<file path="config.mk">
export PLATFORM = sky130hd
export DESIGN_NAME = uart_tx_fifo
export DESIGN_NICKNAME = d
export VERILOG_FILES = /design/src/rtl/uart_pkg.sv /design/src/rtl/sync_fifo.sv /design/src/rtl/uart_tx_fifo.sv
export SDC_FILE = /design/constraint.sdc
export NUM_CORES = 1
export LEC_CHECK = 0
export CAP_MARGIN = 0
export CORE_MARGIN = 2
export CORE_UTILIZATION = 58
export CTS_CLUSTER_DIAMETER = 100
export DETAILED_ROUTE_END_ITERATION = 6
export PLACE_DENSITY_LB_ADDON = 0.3
export REMOVE_ABC_BUFFERS = 1
export SYNTH_ARGS = -nofsm -noshare
export SYNTH_HDL_FRONTEND = slang
export SYNTH_SLANG_ARGS = --single-unit
export TNS_END_PERCENT = 5
</file>
<file path="constraint.sdc">
create_clock -name clk_25mhz -period 5.5 [get_ports clk_25mhz]
set_input_delay 1.1 -clock clk_25mhz [delete_from_list [all_inputs] [get_ports clk_25mhz]]
set_output_delay 1.1 -clock clk_25mhz [all_outputs]
set_load 0.03 [all_outputs]
</file>
<file path="src/rtl/uart_pkg.sv">
// Shared types and helpers for the buffered UART transmitter.
package uart_pkg;

    typedef enum logic [1:0] {
        IDLE,
        START,
        DATA,
        STOP
    } uart_state_t;

    localparam int UART_DATA_BITS = 8;

    // Bit period in clock cycles, rounded to the nearest whole cycle.
    function automatic int uart_div(input int clk_hz, input int baud);
        return (clk_hz + baud / 2) / baud;
    endfunction

endpackage

</file>
<file path="src/rtl/sync_fifo.sv">
// Single-clock show-ahead FIFO: rd_data always presents the head entry.
module sync_fifo #(
    parameter int WIDTH = 8,
    parameter int DEPTH = 16
) (
    input  logic                   clk,
    input  logic                   rst,
    input  logic                   wr_en,
    input  logic [WIDTH-1:0]       wr_data,
    input  logic                   rd_en,
    output logic [WIDTH-1:0]       rd_data,
    output logic [$clog2(DEPTH):0] level,
    output logic                   full,
    output logic                   empty
);

    localparam int AW = $clog2(DEPTH);

    if (DEPTH < 2 || (DEPTH & (DEPTH - 1)) != 0) begin : g_bad_depth
        $error("sync_fifo: DEPTH must be a power of two and at least 2");
    end

    logic [WIDTH-1:0] mem [DEPTH];
    logic [AW-1:0]    wr_ptr;
    logic [AW-1:0]    rd_ptr;
    logic             do_wr;
    logic             do_rd;

    assign full    = (level == (AW + 1)'(DEPTH));
    assign empty   = (level == '0);
    assign do_wr   = wr_en && !full;
    assign do_rd   = rd_en && !empty;
    assign rd_data = mem[rd_ptr];

    // NOTE: sequential state uses non-blocking assignments so every register
    // samples pre-edge values regardless of block ordering.
    always_ff @(posedge clk or posedge rst) begin
        if (rst) begin
            wr_ptr <= '0;
            rd_ptr <= '0;
            level  <= '0;
        end else begin
            if (do_wr) wr_ptr <= wr_ptr + 1'b1;
            if (do_rd) rd_ptr <= rd_ptr + 1'b1;
            case ({do_wr, do_rd})
                2'b10:   level <= level + 1'b1;
                2'b01:   level <= level - 1'b1;
                default: level <= level;
            endcase
        end
    end

    // NOTE: the storage array has no reset; pointers and level alone define
    // which entries are valid, and leaving it unreset lets it map onto RAM.
    always_ff @(posedge clk) begin
        if (do_wr) mem[wr_ptr] <= wr_data;
    end

endmodule

</file>
<file path="src/rtl/uart_tx_fifo.sv">
// Buffered 8N1 UART transmitter: valid/ready byte input, FIFO, serial txd.
module uart_tx_fifo
    import uart_pkg::*;
#(
    parameter int CLK_HZ     = 25_000_000,
    parameter int BAUD       = 115200,
    parameter int FIFO_DEPTH = 16
) (
    input  logic                        clk_25mhz,
    input  logic                        rst,
    input  logic [UART_DATA_BITS-1:0]   in_data,
    input  logic                        in_valid,
    output logic                        in_ready,
    output logic                        txd,
    output logic                        busy,
    output logic [$clog2(FIFO_DEPTH):0] level
);

    localparam int DIV   = uart_div(CLK_HZ, BAUD);
    localparam int CNT_W = (DIV > 1) ? $clog2(DIV) : 1;

    if (DIV < 2) begin : g_bad_div
        $error("uart_tx_fifo: bit period DIV must be at least 2 cycles");
    end

    uart_state_t               state;
    logic [CNT_W-1:0]          baud_cnt;
    logic [2:0]                bit_idx;
    logic [UART_DATA_BITS-1:0] shift;
    logic                      line_active;
    logic [UART_DATA_BITS-1:0] head;
    logic                      fifo_full;
    logic                      fifo_empty;
    logic                      bit_done;
    logic                      pop;

    assign in_ready = !fifo_full;
    assign bit_done = (baud_cnt == CNT_W'(DIV - 1));
    assign pop      = ((state == IDLE) || (state == STOP && bit_done)) && !fifo_empty;

    // txd trails the state by one cycle, so line_active covers that last cycle.
    assign busy = (state != IDLE) || line_active || (level != '0);

    sync_fifo #(
        .WIDTH (UART_DATA_BITS),
        .DEPTH (FIFO_DEPTH)
    ) u_fifo (
        .clk     (clk_25mhz),
        .rst     (rst),
        .wr_en   (in_valid && in_ready),
        .wr_data (in_data),
        .rd_en   (pop),
        .rd_data (head),
        .level   (level),
        .full    (fifo_full),
        .empty   (fifo_empty)
    );

    always_ff @(posedge clk_25mhz or posedge rst) begin
        if (rst) begin
            state       <= IDLE;
            baud_cnt    <= '0;
            bit_idx     <= '0;
            shift       <= '0;
            txd         <= 1'b1;
            line_active <= 1'b0;
        end else begin
            txd         <= (state == START) ? 1'b0 :
                           (state == DATA)  ? shift[0] : 1'b1;
            line_active <= (state != IDLE);

            if (state == IDLE || bit_done) baud_cnt <= '0;
            else                           baud_cnt <= baud_cnt + 1'b1;

            case (state)
                IDLE: begin
                    if (pop) begin
                        shift <= head;
                        state <= START;
                    end
                end
                START: begin
                    if (bit_done) begin
                        bit_idx <= '0;
                        state   <= DATA;
                    end
                end
                DATA: begin
                    if (bit_done) begin
                        shift   <= shift >> 1;
                        bit_idx <= bit_idx + 1'b1;
                        if (bit_idx == 3'(UART_DATA_BITS - 1)) state <= STOP;
                    end
                end
                STOP: begin
                    // A waiting byte starts its frame straight after the stop bit.
                    if (bit_done) begin
                        if (pop) begin
                            shift <= head;
                            state <= START;
                        end else begin
                            state <= IDLE;
                        end
                    end
                end
                default: state <= IDLE;
            endcase
        end
    end

endmodule

</file>
==> impl_metrics.tcl, run 1 <==
set metrics [dict create \
    fill_cells 805 \
    crit_fanout 8 \
    synth_compound_area_frac 0.0729 \
    dp_cells 581 \
    hold_class "flop to flop" \
    rows 40 \
    synth_xor_area_frac 0.0212 \
    drtAntennaViolNets 0 \
    clockRootBuffer "clkbuf_16" \
    required_ns 4.40 \
    vias 3682 \
    cts_setup_buffers 0 \
    synth-seq-cells 164 \
    cellPowerDensity_nw_per_um2 542 \
    synth_top_family_by_area "multiplexers" \
    ys_seq_area_frac 0.676 \
    drt_iter0_drc 323 \
    status "finished clean" \
    grt_antenna_before_repair 0 \
    critical_path_class "flop to primary output" \
    dieArea_um2 13000 \
    clock-sinks 164 \
    drv_cap 0 \
    cts_buffers 17 \
    track_usage 0.220 \
    clk_latency_ns 0.42 \
    drive_gt1_frac 0.172 \
    power_mw 4.26 \
    diodes 0 \
    grt_pass1_wl_um 20700 \
    synth_area_leader_cell "edfxtp_1" \
    layout_commonest_cell "edfxtp_1" \
    final_cell_mix "128 x edfxtp_1, 34 x dfrtp_1, 32 x mux2i_1, 31 x nor2_1, 19 x ha_1" \
    finalCoreUtilization 0.660 \
    io_buffers 18 \
    ios 19 \
    drt_first_pass_iters 5 \
    hold_viol 0 \
    min_period_over_period 0.630 \
    dp_hpwl_um 8220 \
    final_max_slew_viol_count 0 \
    tns_ns 0 \
    synth_simple_gate_area_frac 0.0535 \
    vdd_ir_drop_max_mv 0.263 \
    ys_types 47 \
    hold_buffers 0 \
    max_slew_margin 0.217 \
    fin_cells 613 \
    synth_area_leaders "edfxtp_1 55%, dfrtp_1 12%, mux4_2 5.1%, mux2i_1 4.6%, ha_1 3.4%" \
    skew_ns 0.00738 \
    grt_start_max_net_pins 37 \
    rsz0062_at_grt "false" \
    muxShareOfSynthArea 0.115 \
    clk_pin_slew_ns 0.06 \
    cts_resized 0 \
    synth_top_area_share 0.547 \
    drc 0 \
    arrival_ns 2.37 \
    wl_per_cell_um 21.4 \
    grt_pass1_vias 3764 \
    viasPerCell 6.01 \
    tightest_slew_ns 1.17 \
    num-nets-final 483 \
    gp_congestion 0.865 \
    yosysWarnings 0 \
    synth_cells 433 \
    tritoncts "done" \
    routed_wirelength_um 13100 \
    power_leakage_nw 2.88 \
    critPathCaptureType "primary output" \
    grt_overflow 0 \
    initial_core_util 0.589 \
    fp.dieW_um 114 \
    start_kind "flop" \
    synthesis.area_um2 7020 \
    clock_path_buffers 2 \
    fin_crit_ns 3.47 \
    synthAdderAreaFrac 0.0339 \
    syn_avg_cell_area_um2 16.2 \
    core_area_um2 11900 \
    area_growth_pct 12.0 \
    htree_levels 4 \
    die_h_um 114 \
    max_freq_mhz 289 \
    setup_viol 0 \
]
-- cell usage after synthesis, drive strengths merged --
cell	instances
xnor2	7
o221a	1
dfstp	1
clkbuf	3
mux4	16
nor2b	2
dfrtp	35
nand4b	1
o22ai	1
nand2	14
ha	19
a31oi	7
inv	14
a22oi	10
a32o	2
or3	2
o21ai	16
xor2	10
and2	2
buf	17
edfxtp	128
and3	2
nand2b	4
mux2i	32
nand3b	1
o311a	1
mux2	11
a21o	3
a21oi	4
nor2	32
a221oi	16
o21a	3
nand4	1
nor4	1
nand3	6
nor3	8
-- routing by layer --
layer / vias to the layer above / GRT usage / share of wire
met5: - / 0 / 0
met4: 0 / 0.0902 / 0.023
met3: 25 / 0.0420 / 0.056
met2: 123 / 0.360 / 0.51
met1: 1821 / 0.296 / 0.42
li1: 1713 / - / -
-- through the flow --
| step | hold slack, ns | cell area, µm² | worst slack [ns] |
|---|---|---|---|
| floorplan | 0.457 | 6880 | 2.36 |
| global placement | 0.479 | 7270 | 2.00 |
| detailed placement | 0.485 | 7270 | 1.92 |
| CTS | 0.500 | 7860 | 2.02 |
| global route | 0.521 | 7860 | 1.91 |
| finish | 0.496 | 7860 | 2.03 |
-- area by class of cell --
type	instances	area, µm²	area share
tap	147	184	0.0234
inverter	14	52.6	0.00668
sequential	164	4750	0.604
clock inverter	13	143	0.0181
timing repair buffer	21	203	0.0258
multi-input combinational	235	2080	0.265
clock buffer	19	453	0.0576
-- sequential cells by signal (all words and copies together), names as in the netlist --
| name | cells |
|---|---|
| txd | 1 |
| u_fifo.mem | 128 |
| shift | 8 |
| u_fifo.rd_ptr | 4 |
| u_fifo.wr_ptr | 4 |
| state | 2 |
| baud_cnt | 8 |
| line_active | 1 |
| bit_idx | 3 |
| u_fifo.level | 5 |
-- power breakdown --
group          internal [mW]  switching [mW]  total, mW
combinational          0.592           0.725       1.32
clock                  0.662           0.497       1.16
sequential              1.55           0.231       1.78
total                   2.81            1.45       4.26
-- final timing paths --
| check | startpoint | to | slack [ns] | depth (start not counted) |
|---|---|---|---|---|
| worst max-delay path | u_fifo.level[1]$_DFFE_PP0P_ | busy | 2.03 | 4 |
| worst min-delay path | bit_idx[1]$_DFFE_PP0P_ | bit_idx[1]$_DFFE_PP0P_ | 0.50 | 1 |
| worst max register to register | u_fifo.level[1]$_DFFE_PP0P_ | u_fifo.level[4]$_DFFE_PP0P_ | 2.54 | 11 |
| worst min register to register | bit_idx[1]$_DFFE_PP0P_ | bit_idx[1]$_DFFE_PP0P_ | 0.50 | 1 |
| max in group asynchronous | rst | u_fifo.rd_ptr[0]$_DFFE_PP0P_ | 4.07 | 3 |
| min in group asynchronous | rst | line_active$_DFF_PP0_ | 1.09 | 3 |
-- cell families after synthesis --
kind of cell | after synthesis
buf+inv | 34
xor+xnor | 17
compound gates | 64
simple gates | 76
flops | 164
fa+ha+maj | 19
mux | 59
-- worst max-delay path: stages (launching register included) --
cell,delay [ns]
dfrtp_1,0.48
nor4_2,0.33
nand2b_1,0.20
or3_1,0.34
clkdlybuf4s50_1,0.60
Note: power is estimated with default switching activity, not from simulation.
==> run 2: changes to the inputs <==
==> constraint.sdc (replaced) <==
create_clock -name clk_25mhz -period 3.6 [get_ports clk_25mhz]
set_input_delay 0.72 -clock clk_25mhz [delete_from_list [all_inputs] [get_ports clk_25mhz]]
set_output_delay 0.72 -clock clk_25mhz [all_outputs]
set_load 0.03 [all_outputs]
==> run 2 against run 1 <==
Effect of this change:
- global-route usage is 0.70 points lower
- final cell count grew 2.1%
- power up 51%
- clock power up 42%
==> impl_metrics.tcl, run 2 (synthesis results as in run 1) <==
set metrics [dict create \
    status "finished clean" \
    p_sw_mw 2.21 \
    met2_usage 0.335 \
    swShare 0.343 \
    start_kind "flop" \
    placed_area_um2 7370 \
    min_period_over_period 0.845 \
    tns_ns 0 \
    hold_buffers 0 \
    arrival_ns 2.32 \
    max_slew_margin 0.446 \
    dieArea_um2 13000 \
    diodes 0 \
    fp.dieW_um 114 \
    initial_core_util 0.589 \
    power_mw 6.43 \
    cts_resized 0 \
    clock_path_buffers 2 \
    vias 3758 \
    hold_class "flop to flop" \
    layout_commonest_cell "edfxtp_1" \
    clkPwrFrac 0.257 \
    routed_wirelength_um 12800 \
    dp_hpwl_um 8270 \
    max_freq_mhz 329 \
    required_ns 2.88 \
    grt_pass1_wl_um 20600 \
    cts_setup_buffers 0 \
    core_area_um2 11900 \
    htree_levels 4 \
    area_growth_pct 12.8 \
    grt_pass1_vias 3845 \
    die_h_um 114 \
    hold_viol 0 \
    clock-sinks 164 \
    internal-power_mw 4.23 \
    seqPwrFrac 0.414 \
    io_buffers 18 \
    drc 0 \
    power_leakage_nw 2.95 \
    critPathCaptureType "primary output" \
    fin_area_um2 7920 \
    fin_crit_ns 3.04 \
    setup_ws_ns 0.558 \
    tightest_slew_ns 0.828 \
    rsz0062_at_grt "false" \
    drive_gt1_frac 0.188 \
    cellPowerDensity_nw_per_um2 812 \
    final_cell_mix "128 x edfxtp_1, 34 x dfrtp_1, 32 x mux2i_1, 31 x nor2_1, 19 x ha_1" \
    drtAntennaViolNets 0 \
    setup_viol 0 \
    ios 19 \
    tritoncts "done" \
    rows 40 \
    gp_congestion 0.810 \
    post-place-ws_ns 0.623 \
    drv_cap 0 \
    regMostFlops "u_fifo.mem" \
    drt_first_pass_iters 4 \
    grt_antenna_before_repair 0 \
    final-seq-area_um2 4750 \
    track_usage 0.213 \
    top_regs "u_fifo.mem: 128 flops, baud_cnt: 8 flops, shift: 8 flops" \
    p_comb_frac 0.329 \
    grt_overflow 0 \
    drt_iter0_drc 236 \
    critical_path_class "flop to primary output" \
    grt_start_max_net_pins 34 \
    multi_input_area_um2 2080 \
    grt_util_met3 0.0526 \
    fill_cells 807 \
    clk_pin_slew_ns 0.06 \
    vdd_ir_drop_max_mv 0.495 \
    final_max_slew_viol_count 0 \
    viasPerCell 6.00 \
    wl_per_cell_um 20.5 \
    crit_fanout 8 \
    largest_reg_flops 128 \
    cts_buffers 17 \
    grt.busiest_layer "met2" \
    clk_latency_ns 0.41 \
    use_met1 0.302 \
    clockRootBuffer "clkbuf_16" \
    num-nets-final 496 \
    skew_ns 0.00740 \
]
-- run 2: worst paths after layout --
kind	slack, ns	depth (start not counted)	to	startpoint
max	0.56	4	busy	u_fifo.level[1]$_DFFE_PP0P_
min	0.50	1	bit_idx[0]$_DFFE_PP0P_	bit_idx[0]$_DFFE_PP0P_
max reg2reg	0.67	13	u_fifo.level[4]$_DFFE_PP0P_	baud_cnt[0]$_DFF_PP0_
min reg2reg	0.50	1	bit_idx[0]$_DFFE_PP0P_	bit_idx[0]$_DFFE_PP0P_
max in group asynchronous	2.22	3	txd$_DFF_PP1_	rst
min in group asynchronous	0.62	2	u_fifo.level[4]$_DFFE_PP0P_	rst
-- run 2: per-layer routing --
metal	vias up	part of all wire	wire (µm)
met5	-	0	0
met3	14	0.047	607
met2	111	0.50	6410
met1	1890	0.44	5680
met4	0	0.0095	122
li1	1743	-	-
-- run 2: final cells by class --
type / instances / area share
Inverter: 14 / 0.00663
Timing Repair Buffer: 34 / 0.0395
Multi-Input combinational cell: 235 / 0.262
Tap cell: 147 / 0.0232
Clock buffer: 19 / 0.0546
Clock inverter: 13 / 0.0145
Sequential cell: 164 / 0.599
-- run 2: worst max-delay path, stage by stage (launching register included) --
cell	delay, ns
dfrtp_1	0.47
nor4_2	0.33
nand2b_1	0.19
or3_1	0.33
clkdlybuf4s50_1	0.60
-- run 2: through the flow --
step,util,std cells,hold WS (ns)
finish,0.665,626,0.502
global placement,0.619,594,0.480
CTS,0.665,626,0.500
global route,0.665,626,0.526
floorplan,-,413,0.457
detailed placement,0.619,594,0.497
-- run 2: power by group through the flow --
stage,Sequential (mW),Combinational (mW),Clock (mW)
after floorplan,2.78,1.40,0
after global placement,2.69,2.03,0
after detailed placement,2.71,2.10,0
after CTS,2.67,2.12,1.68
after global routing,2.71,2.31,1.77
final,2.67,2.12,1.65
==> run 3: changes to the inputs <==
==> constraint.sdc (replaced) <==
create_clock -name clk_25mhz -period 3 [get_ports clk_25mhz]
set_input_delay 0.6 -clock clk_25mhz [delete_from_list [all_inputs] [get_ports clk_25mhz]]
set_output_delay 0.6 -clock clk_25mhz [all_outputs]
set_load 0.03 [all_outputs]
==> run 3 against run 2 <==
Effect of this change:
- final cell count is 1.1% higher
- register-to-register slack got worse by 0.44 ns
- design area rose by 1.7%
- critical path type is now flop to flop
- largest cell class unchanged
- highest routed layer unchanged
==> impl_metrics.tcl, run 3 (synthesis results as in run 1) <==
set metrics [dict create \
    clock-sinks 164 \
    diodes 0 \
    initial_core_util 0.589 \
    clockRootBuffer "clkbuf_16" \
    skew_ns 0.00808 \
    layout_commonest_cell "edfxtp_1" \
    clk_latency_ns 0.42 \
    required_ns 3.34 \
    setup_viol 0 \
    fin_area_um2 8060 \
    status "finished clean" \
    cts_resized 0 \
    internal-power_mw 5.34 \
    final_cell_mix "128 x edfxtp_1, 33 x dfrtp_1, 32 x mux2i_1, 31 x nor2_1, 24 x buf_4" \
    seqPwrFrac 0.402 \
    critPathCaptureType "flop" \
    drv_cap 0 \
    met3WireLength_um 614 \
    top_regs "u_fifo.mem: 128 flops, baud_cnt: 8 flops, shift: 8 flops" \
    gp_congestion 0.845 \
    start_kind "flop" \
    arrival_ns 3.11 \
    clk_pin_slew_ns 0.06 \
    worstRegToRegCells 11 \
    grt_antenna_before_repair 0 \
    clkPwrFrac 0.274 \
    ios 19 \
    num-nets-final 505 \
    rsz0062_at_grt "false" \
    crit_fanout 8 \
    dieArea_um2 13000 \
    fill_cells 780 \
    max_freq_mhz 361 \
    clock_path_buffers 2 \
    hold_class "input pin to async pin" \
    track_usage 0.228 \
    regMostFlops "u_fifo.mem" \
    tritoncts "done" \
    die_h_um 114 \
    max_slew_margin 0.588 \
    grt_pass1_vias 4088 \
    rr_endpoint "u_fifo.level[4]$_DFFE_PP0P_" \
    power_leakage_nw 3.02 \
    cellPowerDensity_nw_per_um2 996 \
    grt_start_max_net_pins 34 \
    final_max_slew_viol_count 0 \
    wl_per_cell_um 21.2 \
    drtAntennaViolNets 0 \
    viasPerCell 6.05 \
    drt_iter0_drc 191 \
    tightest_slew_ns 0.618 \
    finalCoreUtilization 0.676 \
    htree_levels 4 \
    top_layer_used "met4" \
    dr_wl_met2_um 6990 \
    fin_crit_ns 2.77 \
    vdd_ir_drop_max_mv 0.572 \
    critPathLaunch "u_fifo.level[1]$_DFFE_PP0P_" \
    drive_gt1_frac 0.208 \
    io_buffers 18 \
    cts_buffers 17 \
    m1WireLength_um 5660 \
    reg2reg_setup_slack_ns 0.23 \
    drt_first_pass_iters 5 \
    critical_path_class "flop to flop" \
    min_period_over_period 0.924 \
    hold_buffers 0 \
    rows 40 \
    power_mw 8.02 \
    cts_setup_buffers 0 \
    p_sw_mw 2.68 \
    drc 0 \
    dp_hpwl_um 8300 \
    grt_pass1_wl_um 22000 \
    critPathCapture "u_fifo.level[4]$_DFFE_PP0P_" \
    largest_reg_flops 128 \
    placed_area_um2 7440 \
    r2r_start "u_fifo.level[1]$_DFFE_PP0P_" \
    swShare 0.334 \
    core_area_um2 11900 \
    p_comb_frac 0.324 \
    area_growth_pct 14.7 \
    fp.dieW_um 114 \
    hold_viol 0 \
    tns_ns 0 \
    routed_wirelength_um 13400 \
    vias 3831 \
    grt_overflow 0 \
]
run 3: worst min path at each step:
stage                                              end  depth (start not counted)  slack [ns]
after floorplan                          txd$_DFF_PP1_                          2        0.46
after global placement          bit_idx[1]$_DFFE_PP0P_                          1        0.48
after detailed placement        bit_idx[1]$_DFFE_PP0P_                          1        0.50
after CTS                  u_fifo.level[2]$_DFFE_PP0P_                          2        0.50
after global routing                     txd$_DFF_PP1_                          2        0.52
final                     u_fifo.wr_ptr[1]$_DFFE_PP0P_                          2        0.49
run 3: worst max-delay path, stage by stage (launching register included):
cell and delay [ns]:
dfrtp_1 0.49, nor4_4 0.30, nand2b_1 0.17, o21a_1 0.16
ha_1 0.24, xor2_1 0.15, ha_1 0.22, nor2b_2 0.18
o221a_1 0.29, o21a_1 0.17, nor3_1 0.17, xor2_1 0.15
run 3: layout make-up:
class | count | area [µm²] | share of cell area
Sequential cell | 164 | 4750 | 0.589
Tap cell | 147 | 184 | 0.0228
Clock buffer | 17 | 425 | 0.0528
Multi-Input combinational cell | 235 | 2090 | 0.259
Clock inverter | 13 | 173 | 0.0214
Inverter | 14 | 52.6 | 0.00652
Timing Repair Buffer | 43 | 383 | 0.0475
run 3: power by group through the flow:
stage / Clock [mW] / Sequential, mW / Combinational (mW)
2_1_floorplan: 0 / 3.34 / 1.68
3_3_place_gp: 0 / 3.21 / 2.46
3_5_place_dp: 0 / 3.24 / 2.54
4_1_cts: 2.24 / 3.21 / 2.60
5_1_grt: 2.33 / 3.27 / 2.85
6_report: 2.20 / 3.22 / 2.60
run 3: metal layers:
metal,vias to the layer above,global-route usage
met1,1949,0.303
met5,-,0
met4,0,0.0732
met2,113,0.381
met3,12,0.0510
li1,1757,-
run 3: per-stage QoR:
stage / hold slack (ns) / cells / setup WS (ns)
2_1_floorplan: 0.457 / 413 / -0.139
3_3_place_gp: 0.478 / 603 / 0.220
3_5_place_dp: 0.498 / 603 / 0.145
4_1_cts: 0.502 / 633 / 0.0429
5_1_grt: 0.516 / 633 / 0.00776
6_report: 0.493 / 633 / 0.229
